$ cat config.mk
export PLATFORM = sky130hd
export DESIGN_NAME = score_keeper
export DESIGN_NICKNAME = d
export VERILOG_FILES = /design/src/rtl/pong_pkg.sv /design/src/rtl/bcd_counter2.sv /design/src/rtl/score_keeper.sv
export SDC_FILE = /design/constraint.sdc
export NUM_CORES = 1
export LEC_CHECK = 0
export ABC_AREA = 1
export CAP_MARGIN = 25
export CORE_MARGIN = 3
export CORE_UTILIZATION = 50
export DETAILED_ROUTE_END_ITERATION = 16
export PLACE_DENSITY = 0.74
export SETUP_SLACK_MARGIN = 0.05
export SLEW_MARGIN = 20
export SYNTH_ARGS = -nofsm -noshare
export SYNTH_HDL_FRONTEND = slang
export SYNTH_SLANG_ARGS = --single-unit
$ cat constraint.sdc
create_clock -name clk -period 2.3 [get_ports clk]
set_input_delay 0.23 -clock clk [delete_from_list [all_inputs] [get_ports clk]]
set_output_delay 0.23 -clock clk [all_outputs]
set_load 0.01 [all_outputs]
$ cat src/rtl/pong_pkg.sv
// Shared types for the score keeper: FSM states, BCD digits and the
// saturating two-digit BCD increment.
package pong_pkg;

    typedef logic [3:0] bcd_t;

    typedef enum logic [1:0] {
        StIdle,
        StPlay,
        StHold,
        StOver
    } state_e;

    typedef struct packed {
        bcd_t tens;
        bcd_t ones;
    } score_t;

    // Digit code the display driver shows for a blanked digit.
    localparam bcd_t BLANK_CODE = 4'hF;

    // Two-digit BCD increment that saturates at 99.
    function automatic score_t bcd_inc(input score_t s);
        score_t r;
        r = s;
        if (s.tens == 4'd9 && s.ones == 4'd9) begin
            r = s;
        end else if (s.ones == 4'd9) begin
            r.ones = 4'd0;
            r.tens = s.tens + 4'd1;
        end else begin
            r.ones = s.ones + 4'd1;
        end
        return r;
    endfunction

    function automatic score_t to_bcd(input int unsigned v);
        score_t r;
        r.tens = bcd_t'((v / 10) % 10);
        r.ones = bcd_t'(v % 10);
        return r;
    endfunction

endpackage

$ cat src/rtl/bcd_counter2.sv
// Two-digit saturating BCD score counter; clr takes priority over inc.
module bcd_counter2
    import pong_pkg::*;
(
    input  logic   clk,
    input  logic   reset,
    input  logic   inc,
    input  logic   clr,
    output score_t score
);

    score_t score_q;

    always_ff @(posedge clk or posedge reset) begin
        if (reset) begin
            score_q <= '0;
        end else if (clr) begin
            score_q <= '0;
        end else if (inc) begin
            score_q <= bcd_inc(score_q);
        end
    end

    assign score = score_q;

endmodule

$ cat src/rtl/score_keeper.sv
// Pong score keeper: per-player BCD scores, post-point hold-off and game-over.
// Optional blink of the loser's digits in OVER is enabled by SCORE_BLINK_EN.
module score_keeper
    import pong_pkg::*;
#(
    parameter int unsigned WIN_SCORE = 11,
    parameter int unsigned HOLDOFF   = 25_000_000,
    parameter int unsigned BLINK_DIV = 12_500_000
) (
    input  logic       clk,
    input  logic       reset,
    input  logic       point_p1,
    input  logic       point_p2,
    input  logic       new_game,
    output logic [3:0] first_1,
    output logic [3:0] first_0,
    output logic [3:0] second_1,
    output logic [3:0] second_0,
    output logic       serve_ok,
    output logic       game_over,
    output logic       winner,
    output logic       blank
);

    localparam int unsigned HoldW  = (HOLDOFF > 1) ? $clog2(HOLDOFF) : 1;
    localparam score_t      WinBcd = to_bcd(WIN_SCORE);

    state_e           state_q, state_d;
    logic [HoldW-1:0] hold_q, hold_d;
    logic             winner_q, winner_d;
    logic             serve_ok_q, serve_ok_d;
    logic             game_over_q, game_over_d;
    logic             inc_p1, inc_p2, clr_scores;
    score_t           score_p1, score_p2;

    bcd_counter2 u_cnt_p1 (
        .clk   (clk),
        .reset (reset),
        .inc   (inc_p1),
        .clr   (clr_scores),
        .score (score_p1)
    );

    bcd_counter2 u_cnt_p2 (
        .clk   (clk),
        .reset (reset),
        .inc   (inc_p2),
        .clr   (clr_scores),
        .score (score_p2)
    );

    always_ff @(posedge clk or posedge reset) begin
        if (reset) begin
            state_q  <= StIdle;
            hold_q   <= '0;
            winner_q <= 1'b0;
        end else begin
            state_q  <= state_d;
            hold_q   <= hold_d;
            winner_q <= winner_d;
        end
    end

    always_comb begin
        state_d    = state_q;
        winner_d   = winner_q;
        inc_p1     = 1'b0;
        inc_p2     = 1'b0;
        clr_scores = 1'b0;
        if (new_game) begin
            clr_scores = 1'b1;
            winner_d   = 1'b0;
            state_d    = StPlay;
        end else begin
            unique case (state_q)
                StIdle: ;
                StPlay: begin
                    if (point_p1 && point_p2) begin
                        state_d = StHold;
                    end else if (point_p1) begin
                        inc_p1  = 1'b1;
                        state_d = StHold;
                        if (bcd_inc(score_p1) == WinBcd) begin
                            state_d  = StOver;
                            winner_d = 1'b0;
                        end
                    end else if (point_p2) begin
                        inc_p2  = 1'b1;
                        state_d = StHold;
                        if (bcd_inc(score_p2) == WinBcd) begin
                            state_d  = StOver;
                            winner_d = 1'b1;
                        end
                    end
                end
                StHold: begin
                    if (hold_q == '0) state_d = StPlay;
                end
                StOver: ;
                default: state_d = StIdle;
            endcase
        end

        // Counter is zero outside HOLD so a later entry never sees a residual count.
        if (state_d != StHold) begin
            hold_d = '0;
        end else if (state_q != StHold) begin
            hold_d = HoldW'(HOLDOFF - 1);
        end else begin
            hold_d = hold_q - 1'b1;
        end
    end

    always_comb begin
        serve_ok_d  = (state_d == StPlay);
        game_over_d = (state_d == StOver);
    end

    always_ff @(posedge clk or posedge reset) begin
        if (reset) begin
            serve_ok_q  <= 1'b0;
            game_over_q <= 1'b0;
        end else begin
            serve_ok_q  <= serve_ok_d;
            game_over_q <= game_over_d;
        end
    end

`ifdef SCORE_BLINK_EN
    localparam int unsigned BlinkW = (BLINK_DIV > 1) ? $clog2(BLINK_DIV) : 1;

    logic [BlinkW-1:0] blink_q;
    logic              blank_q;

    // Blink phase restarts at blank=0 on each entry to OVER.
    always_ff @(posedge clk or posedge reset) begin
        if (reset) begin
            blink_q <= '0;
            blank_q <= 1'b0;
        end else if (state_d != StOver || state_q != StOver) begin
            blink_q <= '0;
            blank_q <= 1'b0;
        end else if (blink_q == BlinkW'(BLINK_DIV - 1)) begin
            blink_q <= '0;
            blank_q <= ~blank_q;
        end else begin
            blink_q <= blink_q + 1'b1;
        end
    end

    assign blank = blank_q;
`else
    logic unused_blink_div;
    assign unused_blink_div = ^BLINK_DIV;
    assign blank            = 1'b0;
`endif

    assign first_1   = score_p1.tens;
    assign first_0   = score_p1.ones;
    assign second_1  = score_p2.tens;
    assign second_0  = score_p2.ones;
    assign serve_ok  = serve_ok_q;
    assign game_over = game_over_q;
    assign winner    = winner_q;

endmodule

# == Yosys cells after proc, flatten, opt, wreduce, memory -nomap -nowiden ==
# Cells that the tools add are included.
# word_totals
reg_bits,46
latchBits,0
ramBits,0
mem_bits_ro,0
inputBits,5
output_inout_bits,20
wordCells,84
memories,0
# classes
n_addsub,5
multipliers,0
div_mod_pow,0
magnitude_cmp,0
n_eq_ne,14
n_shift,0
muxes,46
bitwise_logic,0
n_reduce_logical,10
# ops
cell,count
$mux W8,15
$mux W25,2
$logic_not A25 Y1,1
$sub A25 B1 Y25 const B,1
$mux W1,19
$add A4 B1 Y4 const B,4
$eq A4 B4 Y1 const B,4
$eq A8 B5 Y1 const B,2
$mux W4,4
$mux W2,5
$ne A2 B2 Y1 const B,3
$reduce_bool A2 Y1,3
$reduce_bool A3 Y1,2
$reduce_and A5 Y1,1
$eq A2 B1 Y1 const B,2
$eq A2 B2 Y1 const B,2
$pmux W2 S2,1
$logic_and A1 B1 Y1,3
$ne A3 B1 Y1 const B,1

# == Logic depth before layout (Yosys ltp) ==
# Gate-level depths: netlist of the first run.
# logic_depth
word_depth,17
depth_mapped,17
ltp_nobuf,16

# == Modules after synthesis ==
# A second synthesis of the first run with hierarchy kept.
# hier_totals
cells_unflattened,411
area_unflattened_um2,3135.5
# modules_own_cells
mod,instances,cells_each,area_per_inst_um2,seq_area_each_um2
score_keeper,1,269,1976.9,750.7
bcd_counter2,2,71,579.3,200.2

# == Worst setup path before layout of the first run ==
# OpenSTA, ideal clock, no wires.
# synth_path
kind,flip-flop to flip-flop
startpoint,register u_cnt_p1.score_q (netlist bit u_cnt_p1.score[5])
endpoint,register hold_q[12]
setup_time_ps,124
arrival_ps,1834
required_time_ps,2176
path_slack_ps,342
path_stages_with_launch,16
path_buffers,1
synth_period_minus_slack_ps,1958
cell_sequence,dfrtp_1 inv_1 ha_1 nand3_1 nand3_1 nand2_1 nand2_1 nor2_1 nand3_1 nand2_1 nand3_1 nand2_1 nand2_2 nand3_4 buf_8 nor2_4
# synth_between
elab_chain_len,15
elab_cells_between_ends,17
cone_classes,add/sub: 1; eq/ne: 3; mux: 12; reduce/logical: 1
# synth_lines
item,line_no,source
start: declaration,bcd_counter2.sv:12,score_t score_q;
start signal: assignment,bcd_counter2.sv:20,score_q <= bcd_inc(score_q);
$add A4 B1 Y4 / $eq A4 B4 Y1 (equally long branches),"pong_pkg.sv:30, pong_pkg.sv:26",
$mux W4 / $logic_and A1 B1 Y1 (equally long branches),"pong_pkg.sv:28, pong_pkg.sv:26",
$mux W8 (*),--,
$mux W8 (*),score_keeper.sv:80,end else if (point_p1) begin
$mux W8 (*),score_keeper.sv:78,if (point_p1 && point_p2) begin
$mux W8 (*),score_keeper.sv:75,unique case (state_q)
$mux W8 (*),score_keeper.sv:70,if (new_game) begin
$eq A8 B5 Y1 (*),score_keeper.sv:83,if (bcd_inc(score_p1) == WinBcd) begin
$mux W1 (*),score_keeper.sv:83,
$mux W2 (*),score_keeper.sv:80,
$mux W2 (*),score_keeper.sv:78,
$pmux W2 S2 (*),score_keeper.sv:75,
$mux W2 (*),score_keeper.sv:70,
$ne A2 B2 Y1 (*),score_keeper.sv:105,if (state_d != StHold) begin
$mux W25 (*),score_keeper.sv:105,
via hold_d[12],score_keeper.sv:29,"logic [HoldW-1:0] hold_q, hold_d;"
end signal: assignment,score_keeper.sv:59,hold_q <= hold_d;
end: declaration,score_keeper.sv:29,
# The timed path passes the listed nets; every way through them passes the cells marked *. The select of a mux whose other input is x is not followed.
# A chain may end at the register's enable or synchronous reset.

# == Worst setup path in the final report of the first run ==
# layout_path
startpoint,register u_cnt_p2.score_q (netlist bit u_cnt_p2.score[5])
endpoint,register hold_q[8]
# layout_between
elab_chain_len,17
elab_cells_between_ends,19
cone_classes,add/sub: 1; eq/ne: 3; mux: 14; reduce/logical: 1
# layout_lines
item,line_no,source
start: declaration,bcd_counter2.sv:12,
start signal: assignment,bcd_counter2.sv:20,
$add A4 B1 Y4 / $eq A4 B4 Y1 (equally long branches),"pong_pkg.sv:30, pong_pkg.sv:26",
$mux W4 / $logic_and A1 B1 Y1 (equally long branches),--,
$mux W8 (*),pong_pkg.sv:26,if (s.tens == 4'd9 && s.ones == 4'd9) begin
$mux W8 (*),score_keeper.sv:87,end else if (point_p2) begin
$mux W8 (*),score_keeper.sv:80,
$mux W8 (*),score_keeper.sv:78,
$mux W8 (*),score_keeper.sv:75,
$mux W8 (*),score_keeper.sv:70,
(+2 left out),--,
$mux W2 (*),score_keeper.sv:87,
$mux W2 (*),score_keeper.sv:80,
$mux W2 (*),score_keeper.sv:78,
$pmux W2 S2 (*),score_keeper.sv:75,
$mux W2 (*),score_keeper.sv:70,
$ne A2 B2 Y1 (*),score_keeper.sv:105,
$mux W25 (*),score_keeper.sv:105,
via hold_d[8],score_keeper.sv:29,
# Marked as above.

==> reports/metrics.cfg, run 1 <==
[placed_design]
gp_congestion = 0.844
detailed_place_hpwl_um = 4420
port-buffer-count = 23
place_inst = 475
dpl_cell_area_um2 = 3260

[floorplanning]
core_um2 = 5570
start_util = 0.524
ioPinCount = 25
die-area_um2 = 6790
row_count = 27
fp.dieW_um = 82.4
die_y_um = 82.4

[yosys]
syn-cell-area_um2 = 2920
synth_most_common_cell = nand2_1
yosysWarnings = 0
synth_top_area_share = 0.394
synthCells = 379
async_flop_share = 1.00
syn-num-nets = 392
syn_avg_cell_area_um2 = 7.71
synthTopCellsByArea = dfrtp_1 (39%), nand2_1 (9.4%), nor2_4 (8.1%)
yosys-top-cells-count = nand2_1 (73), nor2_1 (49), dfrtp_1 (46), inv_1 (46), nand3_1 (32)
synth_edf_count = 0
synth-seq-area-share = 0.394
ys.flop_type = dfrtp_1
ys_types = 36
synth_area_leader_cell = dfrtp_1
synth-seq-cells = 46

[final_layout]
fin_area_um2 = 3380
drive_gt1_frac = 0.143
multi_input_area_um2 = 1550
nets = 425
stdcell_count = 485
fill_cells = 527
syn2layout_area_growth_pct = 15.9
final-seq-area_um2 = 1150
num_antenna_cells = 0

[setup_path]
cp_top_family = simple AND/OR/NAND/NOR gates
cp_max_fo = 9
slowest_stage = dfrtp_1
reg2reg_slack_ps = 250
required_ps = 2540
worst-setup-path-type = flop to flop
critPathLaunchType = flop
critPathBufInv = 2
arrival_ps = 2290
end_kind = flop
path_cells = inv_1, ha_1, nand3_1, or2_4, nand2_2, nor2_1, nand2_2, nand2_1, nand3_1, nand2_1, nand2_2, nand3_4, buf_12, nor2_4
slowest_delay_ps = 410
cp_common_cell = nand2_2

[drt]
drcViolationCount = 0
vias = 2562
first_pass_iters = 4
final_antenna_net_count = 0
drt_iter0_markers = 126
wl_per_cell_um = 12.3
viasPerCell = 5.28
routed_wl_um = 5980

[power_and_ir_drop]
vdd_ir_drop_max_uv = 461
p_leak_nw = 1.61
pwr_density_cell_nw_per_um2 = 878

[sta]
rsz0062_at_grt = no
slew_violations = 0
hold-worst-slack_ps = 179
finalHoldViolations = 0
setup_viol = 0
period_needed_ps = 2050
finalCritPeriodShare = 0.890
skew_ps = 13.4
fin_tns_setup_ps = 0
fmax_mhz = 489

[global_route]
grt_pass1_wl_um = 10500
grt_use_total = 0.199
grt_overflow_total = 0
antenna_found_initial = 0
grt_pass1_vias = 2418
grt_max_degree = 23

[clock_tree]
htree_levels = 2
cts_sinks = 46
insertion_delay_ps = 310
cts.hold.buffers_added = 0
cts_tree = done
clock_path_buffers = 2
numCtsBuffers = 5
clock-root-buffer = clkbuf_8
path_clk_slew_ps = 90

[run_status]
outcome = finished, final reports clean

[job]
drv_cap = 0

[worst_hold_path]
hold_class = input port to asynchronous set/reset pin

-- flip-flops by register name, summed over array words and instances, names as in the netlist --
signal	cells
hold_q	25
u_cnt_p1.score	8
u_cnt_p2.score	8
state_q	2
game_over	1
serve_ok	1
winner	1
-- area by class of cell --
class | count | share of cell area
well taps | 72 | 0.0266
multi-input cells | 279 | 0.458
flip-flops and latches | 46 | 0.341
clock inverters | 2 | 0.00407
repair buffers | 32 | 0.0954
clock buffers | 6 | 0.0214
inverters | 48 | 0.0532
-- layer usage --
| metal | wire, µm | share of wire | up-vias | track usage |
|---|---|---|---|---|
| met1 | 2860 | 0.48 | 1195 | 0.259 |
| met5 | 0 | 0 | - | 0 |
| met4 | 102 | 0.017 | 0 | 0.0748 |
| li1 | - | - | 1312 | - |
| met2 | 2820 | 0.47 | 47 | 0.321 |
| met3 | 202 | 0.034 | 8 | 0.0456 |
-- power by group --
group / internal [mW] / switching, mW / total, mW / leakage, nW
Combinational: 0.554 / 0.932 / 1.49 / 0.932
Clock: 0.215 / 0.279 / 0.494 / 0.0452
Sequential: 0.907 / 0.0846 / 0.992 / 0.629
Total: 1.68 / 1.30 / 2.97 / 1.61
-- final timing paths --
check | from | to | cells after the start
setup / recovery | u_cnt_p2.score[5] | hold_q[8] | 14
hold / removal | reset | hold_q[12] | 2
setup reg to reg | u_cnt_p2.score[5] | hold_q[8] | 14
hold reg to reg | hold_q[0] | hold_q[0] | 3
max in group asynchronous | reset | hold_q[18] | 3
min in group clk | hold_q[0] | hold_q[0] | 3
-- placed cells by master (no fill, tap or decap), drive strengths merged --
cell type,instances
or2,4
nand3,33
nor3b,1
a21boi,1
nand2,77
nor3,6
inv,48
a31o,1
clkinv,2
o211ai,1
a21oi,22
o22ai,9
nor4,5
dfrtp,46
o32ai,3
nand4,6
clkbuf,6
ha,8
nor2,73
o21ai,22
xor2,3
nand3b,1
conb,1
buf,9
o31a,1
xnor2,1
clkdlybuf4s50,23
-- through the flow --
step | setup WS [ps] | util | power (mW)
finish | 253 | 0.607 | 2.97
global route | 49.2 | 0.607 | 3.24
CTS | 98.3 | 0.601 | 2.99
detailed placement | 129 | 0.586 | 2.47
global placement | 225 | 0.586 | 2.44
floorplan | 342 | - | 2.11
-- repair_timing --
action,in CTS,in global routing
endpoints found under the setup margin,0,26
buffers inserted,0,2
hold endpoints to repair,0,0
resized for setup,0,6
-- logic make-up after synthesis --
| group | share of synthesized area |
|---|---|
| simple gates | 0.362 |
| flops | 0.394 |
| other cells | 0.00128 |
| compound gates | 0.116 |
| fa+ha+maj | 0.0343 |
| buf+inv | 0.0801 |
| xor+xnor | 0.0120 |
No activity file was read; power rests on OpenSTA's default activity.
==> inputs of run 2 (changes only) <==
--- a/config.mk
+++ b/config.mk
@@ -9,6 +9,7 @@
 export CAP_MARGIN = 25
 export CORE_MARGIN = 3
 export CORE_UTILIZATION = 50
+export CTS_CLUSTER_DIAMETER = 40
 export DETAILED_ROUTE_END_ITERATION = 16
 export PLACE_DENSITY = 0.74
 export SETUP_SLACK_MARGIN = 0.05
==> results of run 2 <==
Final layout, timing and power as in run 1 (identical DEF).
==> inputs of run 3 (changes only) <==
--- a/config.mk
+++ b/config.mk
@@ -11,6 +11,7 @@
 export CORE_UTILIZATION = 50
 export CTS_CLUSTER_DIAMETER = 40
 export DETAILED_ROUTE_END_ITERATION = 16
+export GPL_TIMING_DRIVEN = 0
 export PLACE_DENSITY = 0.74
 export SETUP_SLACK_MARGIN = 0.05
 export SLEW_MARGIN = 20
==> reports/metrics.cfg, run 3 (synthesis results as in run 1) <==
[drt]
drt_iter0_markers = 138
routed_wl_um = 6030
first_pass_iters = 4
wl_per_cell_um = 12.3
viasPerCell = 5.21
vias = 2542
final_antenna_net_count = 0
drcViolationCount = 0

[sta]
finalCritPeriodShare = 0.907
worstMarginPinSlew_ps = 505
relSlewSlack = 0.664
fmax_mhz = 479
fin_tns_setup_ps = 0
finalHoldViolations = 0
period_needed_ps = 2090
skew_ps = 7.14
rsz0062_at_grt = no
setup_viol = 0
slew_violations = 0

[setup_path]
cp_max_fo = 6
critPathLaunchType = flop
r2r_cells = 14
required_ps = 2530
arrival_ps = 2320
end_kind = flop
reg2reg_slack_ps = 210
r2r-end = hold_q[7]
rr_startpoint = u_cnt_p2.score[5]
worst-setup-path-type = flop to flop

[global_route]
grt_max_degree = 32
grt_overflow_total = 0
grt_pass1_vias = 2327
grt_pass1_wl_um = 10300
grt_use_total = 0.193
antenna_found_initial = 0

[clock_tree]
cts_tree = done
clock-root-buffer = clkbuf_8
htree_levels = 2
clock_path_buffers = 2
insertion_delay_ps = 300
cts_sinks = 46
numCtsBuffers = 5
path_clk_slew_ps = 90
cts.hold.buffers_added = 0

[final_layout]
fill_cells = 501
layout_common_cells = nand2_1 (73), nor2_1 (48), dfrtp_1 (44), inv_1 (43), nand3_1 (30)
largest_reg_flops = 25
nets = 428
layout_commonest_cell = nand2_1
stdcell_count = 488
num_antenna_cells = 0
drive_gt1_frac = 0.142
syn2layout_area_growth_pct = 18.6
fin_util = 0.621
regMostFlops = hold_q

[power_and_ir_drop]
power_frac_seq = 0.324
p_total_mw = 3.07
vdd_ir_drop_max_uv = 523
pwr_density_cell_nw_per_um2 = 886
p_leak_nw = 1.64
intPower_mw = 1.79
power_frac_comb = 0.484
clockPowerShare = 0.193
switching_share = 0.416
power_switching_mw = 1.28

[floorplanning]
die_y_um = 82.4
fp.dieW_um = 82.4
die-area_um2 = 6790
row_count = 27
core_um2 = 5570
start_util = 0.524
ioPinCount = 25

[placed_design]
gp_congestion = 0.843
detailed_place_hpwl_um = 4300
place_inst = 475
port-buffer-count = 23

[worst_hold_path]
hold_class = input port to asynchronous set/reset pin

[run_status]
outcome = finished, final reports clean

[job]
drv_cap = 0

[run 3: changes by cell type in the layout (fill, tap and decap cells not counted), moves of 2 or more]
cell,delta
buf_4,-4
clkbuf_16,+2
inv_2,+2
inv_1,-2
clkbuf_1,+3
[run 3: area by class of cell]
cell class / instances / area [µm²] / share of cell area
multi-input combinational: 279 / 1550 / 0.447
sequential: 46 / 1150 / 0.333
timing repair buffer: 29 / 327 / 0.0943
inverter: 48 / 180 / 0.0520
tap: 72 / 90.1 / 0.0260
clock buffer: 7 / 76.3 / 0.0220
buffer: 6 / 58.8 / 0.0170
clock inverter: 1 / 30.0 / 0.00867
[run 3: through the flow]
stage	instance area, µm²	hold WS, ps	worst slack [ps]
after detailed placement	3260	492	143
after CTS	3370	243	122
after global placement	3240	490	11.0
after global routing	3460	264	62.9
final	3460	228	214
after floorplan	2920	396	342
[run 3: repair_timing]
| item | in CTS | in global routing |
|---|---|---|
| buffers inserted | 0 | 3 |
| endpoints found under the setup margin | 0 | 20 |
| gates resized for setup | 0 | 12 |
[run 3: metal layers]
layer | vias up | track usage | wire length [µm]
met4 | 0 | 0.0399 | 35
met1 | 1175 | 0.273 | 2870
met2 | 50 | 0.308 | 2880
li1 | 1315 | - | -
met5 | - | 0 | 0
met3 | 2 | 0.0336 | 234
[run 3: worst max-delay path: stages, from the launching register on]
cell and delay, ps:
dfrtp_1 410, inv_1 110, ha_1 170, nand3_2 100, or2_4 270, nand2_2 80, nor2_1 50, nand2_2 70
nand2_1 50, nand3_1 60, nand2_1 60, nand2_2 110, nand3_4 170, clkbuf_16 240, nor2_4 70
[run 3: power groups by stage]
stage	clock [mW]	sequential, mW	combinational (mW)
6_report	0.592	0.993	1.48
5_1_grt	0.645	1.01	1.69
4_1_cts	0.610	0.990	1.41
3_5_place_dp	0	1.00	1.40
3_3_place_gp	0	1.00	1.37
2_1_floorplan	0	0.999	1.11
[run 3: how the worst max path moves through the flow]
stage / start / endpoint / slack, ps
final: u_cnt_p2.score[5] / hold_q[7] / 210
after global placement: reset / u_cnt_p1.score[5] / 10
after detailed placement: u_cnt_p1.score[5] / hold_q[11] / 140
after floorplan: u_cnt_p1.score[5] / hold_q[12] / 340
after CTS: u_cnt_p1.score[5] / hold_q[11] / 120
after global routing: u_cnt_p2.score[5] / hold_q[17] / 60
